[config.mk]
export PLATFORM = sky130hd
export DESIGN_NAME = instruction_fetch
export DESIGN_NICKNAME = d
export VERILOG_FILES = /design/src/rtl/mips_pkg.sv /design/src/rtl/next_pc_sel.sv /design/src/rtl/instruction_fetch.sv
export SDC_FILE = /design/constraint.sdc
export NUM_CORES = 1
export LEC_CHECK = 0
export ABC_CLOCK_PERIOD_IN_PS = 3300
export CORE_MARGIN = 8
export CORE_UTILIZATION = 39
export CTS_CLUSTER_DIAMETER = 150
export DETAILED_ROUTE_END_ITERATION = 10
export HOLD_SLACK_MARGIN = 0.15
export PLACE_DENSITY = 0.79
export SLEW_MARGIN = 20
export SYNTH_ARGS = -nofsm -noshare
export SYNTH_HDL_FRONTEND = slang
export SYNTH_SLANG_ARGS = --single-unit
[constraint.sdc]
create_clock -name clk -period 3.3 [get_ports clk]
set_input_delay 0.495 -clock clk [delete_from_list [all_inputs] [get_ports clk]]
set_output_delay 0.495 -clock clk [all_outputs]
set_load 0.03 [all_outputs]
[src/rtl/mips_pkg.sv]
// Shared definitions for the MIPS core: fetch FSM encoding, opcode/funct
// constants used by the control unit, and the default reset PC.
package mips_pkg;

   typedef logic [2:0] fetch_state_t;

   localparam fetch_state_t ST_IDLE   = 3'd0;
   localparam fetch_state_t ST_FETCH  = 3'd1;
   localparam fetch_state_t ST_EXEC   = 3'd2;
   localparam fetch_state_t ST_HALTED = 3'd3;
   localparam fetch_state_t ST_FAULT  = 3'd4;

   localparam logic [5:0] OP_RTYPE = 6'h00;
   localparam logic [5:0] OP_J     = 6'h02;
   localparam logic [5:0] OP_JAL   = 6'h03;
   localparam logic [5:0] OP_BEQ   = 6'h04;
   localparam logic [5:0] OP_BNE   = 6'h05;
   localparam logic [5:0] FN_JR    = 6'h08;
   localparam logic [5:0] FN_JALR  = 6'h09;

   localparam logic [31:0] DEFAULT_RESET_PC = 32'h0000_0000;

   function automatic logic is_word_aligned(input logic [31:0] addr);
      return addr[1:0] == 2'b00;
   endfunction

endpackage

[src/rtl/next_pc_sel.sv]
// Combinational next-PC selection: register jump, absolute jump, taken
// branch, or sequential fall-through, plus an alignment flag on the result.
module next_pc_sel
   import mips_pkg::*;
(
   input  logic [31:0] pc_plus4,
   input  logic        branch,
   input  logic        branch_taken,
   input  logic        jump,
   input  logic        jump_reg,
   input  logic [31:0] imm,
   input  logic [25:0] jtarget,
   input  logic [31:0] rs_value,
   output logic [31:0] next_pc,
   output logic        misaligned_next
);

   always_comb begin
      next_pc = pc_plus4;
      if (jump && jump_reg) begin
         next_pc = rs_value;
      end else if (jump) begin
         next_pc = {pc_plus4[31:28], jtarget, 2'b00};
      end else if (branch && branch_taken) begin
         next_pc = pc_plus4 + (imm << 2);
      end
   end

   assign misaligned_next = !is_word_aligned(next_pc);

endmodule

[src/rtl/instruction_fetch.sv]
// Fetch/PC stage: owns the PC, runs the req/ack fetch handshake, holds the
// instruction for decode until commit, then advances, halts or faults.
module instruction_fetch
   import mips_pkg::*;
#(
   parameter logic [31:0] RESET_PC = DEFAULT_RESET_PC,
   parameter int unsigned ADDR_W   = 32
) (
   input  logic              clk,
   input  logic              rst,
   output logic              imem_req,
   output logic [ADDR_W-1:0] imem_addr,
   input  logic              imem_ack,
   input  logic [31:0]       imem_rdata,
   output logic [31:0]       instr,
   output logic              instr_valid,
   output logic [ADDR_W-1:0] pc,
   output logic [ADDR_W-1:0] pc_plus4,
   input  logic              commit,
   input  logic              branch,
   input  logic              branch_taken,
   input  logic              jump,
   input  logic              jump_reg,
   input  logic [31:0]       imm,
   input  logic [25:0]       jtarget,
   input  logic [31:0]       rs_value,
   input  logic              halt,
   output logic              misaligned,
   output logic              halted
);

   fetch_state_t state;
   logic [31:0]  next_pc;
   logic         misaligned_next;

   assign imem_req    = (state == ST_FETCH);
   assign instr_valid = (state == ST_EXEC);
   assign halted      = (state == ST_HALTED) || (state == ST_FAULT);
   assign imem_addr   = pc;
   assign pc_plus4    = pc + ADDR_W'(4);

   next_pc_sel u_next_pc_sel (
      .pc_plus4        (pc_plus4),
      .branch          (branch),
      .branch_taken    (branch_taken),
      .jump            (jump),
      .jump_reg        (jump_reg),
      .imm             (imm),
      .jtarget         (jtarget),
      .rs_value        (rs_value),
      .next_pc         (next_pc),
      .misaligned_next (misaligned_next)
   );

   always_ff @(posedge clk or posedge rst) begin
      if (rst) begin
         state      <= ST_IDLE;
         pc         <= RESET_PC;
         instr      <= '0;
         misaligned <= 1'b0;
      end else begin
         case (state)
            ST_IDLE: state <= ST_FETCH;
            ST_FETCH: begin
               if (imem_ack) begin
                  instr <= imem_rdata;
                  state <= ST_EXEC;
               end
            end
            ST_EXEC: begin
               if (commit) begin
                  // A misaligned target leaves pc on the faulting instruction.
                  if (misaligned_next) begin
                     misaligned <= 1'b1;
                     state      <= ST_FAULT;
                  end else begin
                     pc    <= next_pc;
                     state <= halt ? ST_HALTED : ST_FETCH;
                  end
               end
            end
            default: state <= state;
         endcase
      end
   end

endmodule
After elaboration in Yosys (flattened, before gate mapping)
Cells that the tools add are included.

operators by class
  $add $sub $neg = 2
  equal/unequal tests = 6
  mux-type cells = 8
  bitwise gates (word level) = 1
  reductions and logical operators = 10

operator list
  cell                                                                   number
  32-bit two-way mux                                                     3
  32-bit by 3-bit adder with 32-bit output, second input constant        1
  32-bit adder                                                           1
  3-bit two-way mux                                                      3
  3-bit case mux with 3 select lines                                     1
  3-bit AND reduction                                                    3
  3-bit by 2-bit equality test with 1-bit output, second input constant  2
  2-bit by 1-bit != test with 1-bit output, second input constant        2
  3-bit by 1-bit equality test with 1-bit output, second input constant  1
  3-bit equality test, second input constant                             1
  3-bit logical NOT                                                      1
  3-bit nonzero test                                                     1
  1-bit logical AND                                                      2
  2-bit logical NOT                                                      1
  2-bit two-way mux                                                      1
  2-bit AND reduction                                                    1
  1-bit logical OR                                                       1
  1-bit NOT                                                              1

word-level totals
  register bits after elaboration = 68
  bits of input ports = 131

Logic depth before layout (Yosys ltp)
Gate-level depths: netlist of run 1.

  depth after elaboration = 9
  gate-level depth with buffers = 18

Cells and area by module
A second synthesis of run 1 with hierarchy kept.

second synthesis, totals
  cell total of the unflattened synthesis = 608
  area, all modules = 5935.7 um2

modules (own cells, without submodules)
  module             instances  cells an instance  area an instance (um2)  sequential area each (um2)
  instruction_fetch  1          275                3609.7                  1701.6
  next_pc_sel        1          333                2326.0                  0.0

Worst setup path after synthesis of run 1
No wires, ideal clock.

  path kind = reg2reg
  start point = register pc[4], in the netlist imem_addr[4]
  end point = register pc[23], in the netlist imem_addr[23]
  arrival time = 4.373 ns
  data required time = 3.162 ns
  slack = -1.212 ns
  cell stages (with the launch flop) = 18
  buffers on the path = 0
  clock period less this slack = 4.512 ns
  cells stage by stage = dfrtp_1 and3_1 and2_1 and3_1 nand4_1 nor3_1 nand4_1 xnor2_1 ha_1 and2_1 a221o_1 o21a_1 a21o_1 a21oi_1 xor2_1 nor2_1 a21oi_1 a21oi_1

between the ends
  longest elaborated chain between the ends = 5

RTL lines
  element                                   RTL line                 source
  start: declaration                        instruction_fetch.sv:17  output logic [ADDR_W-1:0] pc,
  start signal: assignment                  instruction_fetch.sv:77  pc <= next_pc;
  32-bit by 3-bit adder with 32-bit output  instruction_fetch.sv:40  assign pc_plus4 = pc + ADDR_W'(4);
  net pc_plus4[19]                          instruction_fetch.sv:18  output logic [ADDR_W-1:0] pc_plus4,
  32-bit adder                              next_pc_sel.sv:25        next_pc = pc_plus4 + (imm << 2);
  32-bit two-way mux                        next_pc_sel.sv:24        end else if (branch && branch_taken) begin
  32-bit two-way mux                        next_pc_sel.sv:22        end else if (jump) begin
  32-bit two-way mux                        next_pc_sel.sv:20        if (jump && jump_reg) begin

The timed path passes the listed nets, and every way through them passes these cells.
A chain may end at the register's enable or synchronous reset.

Worst setup path after layout of run 1
  start point = register pc[4], in the netlist imem_addr[4]
  end point = register pc[23], in the netlist imem_addr[23]

between the ends
  longest elaborated chain between the ends = 5

RTL lines
  element                                       RTL line
  32-bit by 3-bit adder with 32-bit output (*)  instruction_fetch.sv:40
  32-bit adder                                  next_pc_sel.sv:25
  32-bit two-way mux (*)                        next_pc_sel.sv:24
  32-bit two-way mux (*)                        next_pc_sel.sv:22
  32-bit two-way mux (*)                        next_pc_sel.sv:20

Every way passes the cells marked *; elsewhere a longest branch is shown, timed or not.

==> reports/metrics.yaml, run 1 <==
logic_synthesis:
  synth_nets: 829
  synth.distinct_cells: 61
  synthCells: 661
  synth-async-reset-ratio_pct: 100.0
  synth-seq-cells: 68
  avgSynthCellArea_um2: 8.717
  synth_edf_count: 0
  syn_area_um2: 5762
  synth.top_cell.area_share_pct: 29.53
  yosysWarnings: 0
  synth_seq_area_share_pct: 29.53
  ys.flop_type: "dfrtp_1"
  ys_top_cells_by_area: "dfrtp_1 30%, ha_1 7.8%, mux2_2 7.4%, xnor2_1 5.6%, a21oi_1 4.8%"
  synth.largest_area_cell: "dfrtp_1"
global_routing:
  antenna_found_initial: 0
  grt_overflow: 0
  grt_max_degree: 50
  grt_pass1_vias: 6727
  grt_pass1_wl_mm: 35.26
  track_usage_pct: 23.89
detailed_routing:
  dr_total_vias: 6441
  drc: 0
  viasPerCell: 5.431
  first_pass_iters: 7
  ant_nets: 0
  wl_mm: 23.72
  drt_iter0_markers: 420
  routedWlPerCell_um: 20.00
worst_setup_path:
  endpoint_kind: "flip-flop"
  path_cells: "and3_4 > and2_4 > and3_4 > nand4_1 > buf_6 > nor3_4 > buf_4 > nand2_1 > xnor2_2 > ha_1 > a21o_1 > a221o_1 > nor2_1 > o211ai_1 > a21o_1 > a21oi_4 > xor2_1 > nor2_1 > a21oi_1 > a21oi_1"
  cpPeakStageDelay_ns: 0.38
  slowest_stage: "a221o_1"
  worstPathRequired_ns: 3.52
  worstPathMaxFanout: 3
  critPathKind: "reg2reg"
  arrival_ns: 3.96
  crit_path_start_kind: "flip-flop"
die:
  io_pins: 263
  design.die.area_um2: 18920
  initial_core_util_pct: 39.79
  fp.coreArea_um2: 14480
  die_x_um: 137.5
  fp.dieH_um: 137.5
  rows: 44
clocking:
  numCtsBuffers: 9
  cts-root-buf: "clkbuf_16"
  clock_latency_ns: 0.34
  cts_tree: "yes"
  htree_levels: 3
  clk_path_buf_depth: 2
  clk_pin_slew_worst_paths_ns: 0.06
  cts_hold_buf: 0
  clkSinkCount: 68
sta:
  setup_viol: 15
  rsz0062_at_grt: "true"
  tightest_slew_ns: 0.6326
  skew_ns: 0.009221
  relSlewSlack_pct: 57.67
  maxSlewViolCount: 0
  setup_slack_ns: -0.4353
  finalHoldViolCount: 0
  period_minus_slack_ns: 3.735
  fmaxAchievable_ghz: 0.2677
  hold_slack_ns: 0.4677
  min_period_over_period_pct: 113.2
layout:
  drive_gt1_share_pct: 26.55
  fillers: 1088
  area_delta_synth_final_pct: 74.31
  num_antenna_cells: 0
  final_nets: 1165
power_and_ir_drop:
  p_sw_mw: 0.5983
  p_int_mw: 1.682
  total_power_mw: 2.280
  power_frac_clock_pct: 44.4
  irDropWorstVdd_mv: 0.2303
  pwr-share-comb_pct: 19.0
  p_per_area_nw_per_um2: 227.0
  switching_share_pct: 26.24
  p_leak_nw: 4.527
  p_seq_share_pct: 36.6
status:
  outcome: "finished with violations"
  violations: "negative setup slack"
placed_design:
  place_congestion: 0.9279
  dp_hpwl_mm: 18.28
  io_buffers: 260
worst_hold_path:
  hold_class: "reg2reg"
run:
  drv_cap: 0
## layout make-up
class	count	area (um2)	area share, %
clock buffer	9	225.2	2.242
sequential	68	1707	16.99
multi-input combinational	516	4101	40.84
timing repair buffer	387	3640	36.24
clock inverter	7	83.83	0.8347
inverter	15	56.30	0.5606
tap	184	230.2	2.292
## what timing repair did
item	CTS	global route
gates resized for setup	36	37
pin swaps	26	25
endpoints found under the setup margin	23	27
setup buffers	8	7
## cells in the mapped netlist (5+ instances only)
library cell,count
dfrtp_1,68
nand2_1,63
a21oi_1,55
nor2_1,46
o21ai_0,43
mux2_2,38
xnor2_1,37
ha_1,36
buf_4,34
clkbuf_1,25
mux2i_1,24
nand3_1,17
inv_1,15
nand4_1,15
xor2_1,13
nand2b_1,9
and2_1,8
a211oi_1,7
nor3_1,7
o21a_1,7
a21o_1,6
a31oi_1,6
o211ai_1,6
o311ai_0,5
## state kept, by name (all words and copies together), names as in the netlist
name,cells
imem_addr,32
instr,32
state,3
misaligned,1
## final timing paths
check / startpoint / end / slack, ns / cells after the start
max in group asynchronous: rst / imem_addr[22] / 2.13 / 3
hold / removal: misaligned / misaligned / 0.47 / 1
setup / recovery: imem_addr[4] / imem_addr[23] / -0.44 / 20
setup reg to reg: imem_addr[4] / imem_addr[23] / -0.44 / 20
hold reg to reg: misaligned / misaligned / 0.47 / 1
min in group asynchronous: rst / imem_addr[12] / 0.52 / 2
## per-layer routing
metal / track usage, % / vias to the layer above / wire length (um) / share of wire (%)
met5: 0 / - / 0 / 0
met1: 27.42 / 3083 / 9107 / 38
li1: - / 3025 / - / -
met4: 8.208 / 0 / 588 / 2.5
met2: 43.08 / 284 / 12090 / 51
met3: 4.778 / 49 / 1927 / 8.1
## kinds of logic after synthesis
group	after synthesis	share of synthesized area (%)
adder cells (fa/ha/maj)	37	8.165
buffers and inverters	77	7.231
multiplexers	63	11.86
AO/OA/AOI/OAI	177	20.02
AND/OR/NAND/NOR	189	15.59
XOR/XNOR	50	7.600
flip-flops	68	29.53
## cell usage in the layout, fill, tap and decap left out, types with 6 or more instances in the layout
cell type,count
a211oi_1,7
a21o_1,6
a21oi_1,49
a21oi_2,7
buf_12,7
buf_4,121
clkbuf_16,9
clkdlybuf4s50_1,241
dfrtp_1,64
dlygate4sd2_1,7
ha_1,32
inv_1,14
mux2_2,38
mux2i_1,24
nand2_1,61
nand2b_1,8
nand3_1,16
nand4_1,15
nor2_1,43
o211ai_1,6
o21a_1,7
o21ai_0,32
o21ai_1,7
xnor2_1,24
xnor2_2,10
xor2_1,10
## critical path: cells and delay by family, from the launching register on
family	cells	cell delay [ns]
simple gates	8	1.00
flops	1	0.36
xor+xnor	2	0.32
fa+ha+maj	1	0.23
compound gates	7	1.40
buf+inv	2	0.31
## stage by stage
step	std cells	util, %	instance area, um2	setup WS, ns	setup TNS [ns]
global route	1186	69.37	10040	-0.6760	-7.515
finish	1186	69.37	10040	-0.4353	-4.039
CTS	1180	68.05	9853	-0.3934	-2.951
detailed placement	1156	64.45	9331	-0.4437	-3.292
global placement	1156	64.45	9331	-0.3381	-2.462
floorplan	661	-	5941	-0.6844	-7.466
## power by group through the flow
stage                     sequential (mW)  clock [mW]  combinational (mW)
after floorplan                     0.849           0               0.167
after global placement              0.849           0               0.393
after detailed placement            0.849           0               0.399
after CTS                           0.833        1.03               0.415
after global routing                0.833        1.06               0.466
final                               0.834        1.01               0.433
(Power assumes the default switching activity.)
==> run 2: changes to the inputs <==
CORE_MARGIN = not set   (was 8)
==> reports/metrics.yaml, run 2 (same netlist as run 1, synthesis figures left out) <==
layout:
  drive_gt1_share_pct: 27.91
  final_nets: 1177
  area_delta_synth_final_pct: 76.16
  num_antenna_cells: 0
  mostFrequentLayoutCells: "239 x clkdlybuf4s50_1, 130 x buf_4, 64 x dfrtp_1, 60 x nand2_1, 48 x a21oi_1"
  final_common_cell: "clkdlybuf4s50_1"
  finalInstanceArea_um2: 10150
clocking:
  clock_latency_ns: 0.34
  clk_path_buf_depth: 2
  htree_levels: 3
  numCtsBuffers: 9
  cts_tree: "yes"
  cts-root-buf: "clkbuf_16"
  cts_hold_buf: 0
  clkSinkCount: 68
  clk_pin_slew_worst_paths_ns: 0.06
placed_design:
  place_congestion: 0.9505
  io_buffers: 260
  post_dp_cell_area_um2: 9291
  dp_hpwl_mm: 16.70
power_and_ir_drop:
  irDropWorstVdd_mv: 0.2716
  p_per_area_nw_per_um2: 225.7
  p_leak_nw: 4.602
sta:
  skew_ns: 0.005211
  setup_viol: 19
  finalHoldViolCount: 0
  setup_slack_ns: -0.5089
  maxSlewViolCount: 0
  period_minus_slack_ns: 3.809
  hold_slack_ns: 0.4742
  min_period_over_period_pct: 115.4
  tns_ns: -6.547
  rsz0062_at_grt: "true"
  fmaxAchievable_ghz: 0.2625
  tightest_slew_ns: 0.8317
  relSlewSlack_pct: 44.48
worst_hold_path:
  hold_depth: 1
  hold_class: "reg2reg"
global_routing:
  grt_overflow: 0
  grtUsageMet2_pct: 50.03
  track_usage_pct: 28.89
  gr-usage-met1_pct: 34.59
  grt-busiest-layer: "met2"
  grt_max_degree: 50
  grt_pass1_vias: 6322
  grt_pass1_wl_mm: 33.10
  met3_usage_pct: 5.351
  antenna_found_initial: 0
detailed_routing:
  routedWlPerCell_um: 18.91
  wl_mm: 22.65
  dr_total_vias: 6574
  viasPerCell: 5.487
  drt_iter0_markers: 395
  first_pass_iters: 5
  ant_nets: 0
  drc: 0
worst_setup_path:
  critPathKind: "reg2reg"
  arrival_ns: 4.07
  worstPathMaxFanout: 3
  crit_path_start_kind: "flip-flop"
  endpoint_kind: "flip-flop"
  worstPathRequired_ns: 3.56
  rr_worst_depth: 18
status:
  violations: "negative setup slack"
  outcome: "finished with violations"
die:
  rows: 44
  die_x_um: 123.5
  fp.dieH_um: 123.5
  design.die.area_um2: 15260
  io_pins: 263
  fp.coreArea_um2: 14480
  initial_core_util_pct: 39.79
run:
  drv_cap: 0
-- run 2: per-stage QoR --
stage,utilization (%),instances,power [mW],setup slack [ns]
2_1_floorplan,-,661,1.016,-0.6844
3_3_place_gp,64.17,1154,1.247,-0.4244
3_5_place_dp,64.17,1154,1.251,-0.5020
4_1_cts,68.62,1187,2.292,-0.4953
5_1_grt,70.10,1198,2.370,-0.7793
6_report,70.10,1198,2.291,-0.5089
-- run 2: power breakdown --
part / switching, mW / internal (mW)
clock: 0.417 / 0.598
sequential: 0 / 0.834
combinational: 0.189 / 0.253
-- run 2: timing repair --
action	in CTS	in global routing
gates resized for setup	56	36
buffers inserted	17	15
endpoints found under the hold margin	0	0
pin swaps	52	38
setup endpoints to repair	24	30
-- run 2: cell type report --
cell class,count,area (um2)
clock buffer,9,225.2
clock inverter,7,82.58
fill,1063,4329
inverter,15,56.30
multi-input combinational,516,4135
sequential,68,1707
tap,184,230.2
timing repair buffer,399,3714
-- run 2: final timing paths --
| kind | slack (ns) | to | start |
|---|---|---|---|
| worst min-delay path | 0.47 | misaligned | misaligned |
| worst max register to register | -0.51 | imem_addr[31] | imem_addr[4] |
| worst max-delay path | -0.51 | imem_addr[31] | imem_addr[4] |
| max in group asynchronous | 1.97 | imem_addr[2] | rst |
| worst min register to register | 0.47 | misaligned | misaligned |
| min in group asynchronous | 0.64 | instr[0] | rst |
-- run 2: per-layer routing --
metal / wire, um / vias to the layer above
li1: - / 3053
met1: 8887 / 3155
met2: 11380 / 310
met3: 1607 / 56
met4: 773 / 0
met5: 0 / -
-- run 2: worst max-delay path, stage by stage (launching register included) --
cell	delay, ns
dfrtp_2	0.35
and3_4	0.19
and2_4	0.14
and3_4	0.19
nand4_1	0.21
nor3_2	0.25
nand4_1	0.26
xnor2_4	0.30
ha_4	0.25
and2_4	0.15
a221o_1	0.34
nor2_1	0.11
o211ai_1	0.15
nand4_1	0.17
nand2_2	0.09
o221ai_4	0.17
nor2b_4	0.21
o221ai_2	0.09
o211ai_1	0.09
==> run 3: changes to the inputs <==
ABC_AREA = 1   (was not set)
ABC_CLOCK_PERIOD_IN_PS = not set   (was 3300)
CORE_ASPECT_RATIO = 1.1   (was not set)
CORE_UTILIZATION = 40   (was 39)
PLACE_DENSITY = 0.77   (was 0.79)
==> reports/metrics.yaml, run 3 <==
detailed_routing:
  wl_mm: 25.23
  drc: 0
  ant_nets: 0
  routedWlPerCell_um: 16.35
  drt_iter0_markers: 533
  dr_total_vias: 7821
  viasPerCell: 5.069
  first_pass_iters: 6
sta:
  tns_ns: 0
  period_minus_slack_ns: 3.092
  setup_viol: 0
  skew_ns: 0.007034
  finalHoldViolCount: 0
  maxSlewViolCount: 0
  fmaxAchievable_ghz: 0.3234
  relSlewSlack_pct: 52.18
  tightest_slew_ns: 0.7163
  min_period_over_period_pct: 93.69
power_and_ir_drop:
  p_per_area_nw_per_um2: 332.1
  p_sw_mw: 1.259
  irDropWorstVdd_mv: 0.3164
  power_frac_clock_pct: 29.5
  p_seq_share_pct: 27.1
  p_leak_nw: 5.073
  switching_share_pct: 37.19
  p_int_mw: 2.126
  pwr-share-comb_pct: 43.3
  total_power_mw: 3.385
logic_synthesis:
  synth.top_cell.area_share_pct: 24.87
  yosysWarnings: 0
  synthXorXnorAreaFrac_pct: 2.652
  synth-async-reset-ratio_pct: 100.0
  synth.mux.area_fraction_pct: 5.267
  syn_area_um2: 6842
  synth.distinct_cells: 46
  synth.largest_area_cell: "dfrtp_1"
  synth-seq-cells: 68
  synth_compound_gate_area_share_pct: 10.06
  synthAdderAreaFrac_pct: 6.876
  synth_edf_count: 0
  synth_top_family_by_area: "simple AND/OR/NAND/NOR gates"
  yosys-top-cells-count: "321 x nand2_1, 146 x inv_1, 119 x nor2_1, 76 x nand3_1, 68 x dfrtp_1"
  synthSimpleGateAreaFrac_pct: 36.61
  synth_most_common_cell: "nand2_1"
  synth_seq_area_share_pct: 24.87
  ys_top_cells_by_area: "dfrtp_1 25%, nand2_1 18%, inv_1 8.0%, ha_1 6.6%, nor2_1 6.5%"
  avgSynthCellArea_um2: 6.400
  synthCells: 1069
  ys.flop_type: "dfrtp_1"
  synth_nets: 1237
worst_setup_path:
  critPathKind: "reg2out"
  worstPathMaxFanout: 5
  worstPathRequired_ns: 2.80
  arrival_ns: 2.60
  endpoint_kind: "output port"
  cp_num_buf_inv: 3
  cpPeakStageDelay_ns: 0.69
  slowest_stage: "clkdlybuf4s50_1"
  path_delay_family: "buffers and inverters"
  crit_path_start_kind: "flip-flop"
  path_cells: "inv_1 > nor3_1 > nand2_1 > nor3b_1 > a21o_1 > nand2_1 > inv_1 > clkdlybuf4s50_1"
global_routing:
  antenna_found_initial: 1
  grt_max_degree: 39
  grt_pass1_vias: 7631
  grt_overflow: 0
  grt_pass1_wl_mm: 38.94
  track_usage_pct: 28.33
status:
  outcome: "finished clean"
die:
  fp.dieH_um: 139.2
  rows: 49
  die_x_um: 126.7
  io_pins: 263
  fp.coreArea_um2: 16550
  initial_core_util_pct: 41.33
  design.die.area_um2: 17630
layout:
  drive_gt1_share_pct: 13.38
  area_delta_synth_final_pct: 48.96
  final_nets: 1502
  final_common_cell: "nand2_1"
  mostFrequentLayoutCells: "320 x nand2_1, 260 x clkdlybuf4s50_1, 144 x inv_1, 107 x nor2_1, 75 x nand3_1"
placed_design:
  io_buffers: 260
  place_congestion: 1.008
  dp_hpwl_mm: 20.54
run:
  drv_cap: 0
worst_hold_path:
  hold_class: "reg2reg"
clocking:
  htree_levels: 3
  cts_hold_buf: 0
  clock_latency_ns: 0.33
  clk_path_buf_depth: 2
  cts-root-buf: "clkbuf_16"
  numCtsBuffers: 9
  clk_pin_slew_worst_paths_ns: 0.05
  cts_tree: "yes"
  clkSinkCount: 68
-- run 3: final cells by class --
class                      count  area (um2)
antenna                        1       2.502
clock buffer                  12       266.5
inverter                     154       578.1
timing repair buffer         311        2998
sequential                    68        1714
clock inverter                 3       45.04
multi-input combinational    790        4332
fill                        1543        6362
tap                          204       255.2
-- run 3: final timing paths --
| check | end | cells after the start | startpoint | slack [ns] |
|---|---|---|---|---|
| worst max register to register | imem_addr[31] | 19 | imem_addr[13] | 0.21 |
| worst min register to register | misaligned | 2 | misaligned | 0.48 |
| worst min-delay path | misaligned | 2 | misaligned | 0.48 |
| worst max-delay path | pc_plus4[29] | 8 | imem_addr[18] | 0.21 |
| max in group asynchronous | imem_addr[0] | 3 | rst | 2.04 |
| min in group asynchronous | imem_addr[23] | 2 | rst | 0.60 |
-- run 3: through the flow --
| step | utilization, % | hold slack, ns | std cells | area, um2 | worst slack (ns) |
|---|---|---|---|---|---|
| final | 61.56 | 0.4794 | 1543 | 10190 | 0.2081 |
| after global routing | 61.55 | 0.5160 | 1542 | 10190 | -0.02179 |
| after CTS | 60.48 | 0.4807 | 1536 | 10010 | 0.0009164 |
| after detailed placement | 58.57 | 0.4621 | 1521 | 9696 | 0.01382 |
| after global placement | 58.57 | 0.4562 | 1521 | 9696 | 0.07449 |
| after floorplan | - | 0.5146 | 1069 | 6844 | 0.1103 |
-- run 3: worst reg2reg max path, cell delays in order, from the launching register on --
cell and delay, ns:
dfrtp_2 0.42, inv_1 0.12, nor3_1 0.28, nand2_1 0.12, nor2_1 0.14, xor2_1 0.21, inv_1 0.13, ha_1 0.35
nand2_1 0.12, inv_1 0.08, a21oi_2 0.22, nor2_1 0.06, nor2_1 0.12, nand3_1 0.12, a21oi_1 0.19, inv_1 0.06
nand2_1 0.06, nand3_1 0.07, nand2_1 0.09, nand2_1 0.05
-- run 3: timing repair --
action | in CTS | in global routing
pin swaps | 0 | 7
resized for setup | 1 | 38
endpoints found under the setup margin | 1 | 21
setup buffers | 0 | 6
-- run 3: logic make-up after synthesis --
kind of cell,Yosys count
AOI/OAI and AO/OA,123
adders and majority gates,37
muxes,32
DFF,68
xor gates and xnor gates,19
and+or+nand+nor,579
buffers and inverters,211
-- run 3: layer usage --
| layer | wire length (um) | global-route usage (%) | vias up |
|---|---|---|---|
| li1 | - | - | 3902 |
| met1 | 10540 | 34.88 | 3539 |
| met2 | 12190 | 49.87 | 338 |
| met3 | 1774 | 4.630 | 42 |
| met4 | 721 | 9.774 | 0 |
| met5 | 0 | 0 | - |
-- run 3: power groups by stage --
stage          registers, mW  logic (mW)  clock network (mW)
2_1_floorplan          0.989       0.785                   0
3_3_place_gp           0.929        1.41                   0
3_5_place_dp           0.930        1.42                   0
4_1_cts                0.916        1.43                1.01
5_1_grt                0.924        1.59                1.03
6_report               0.919        1.47               0.999
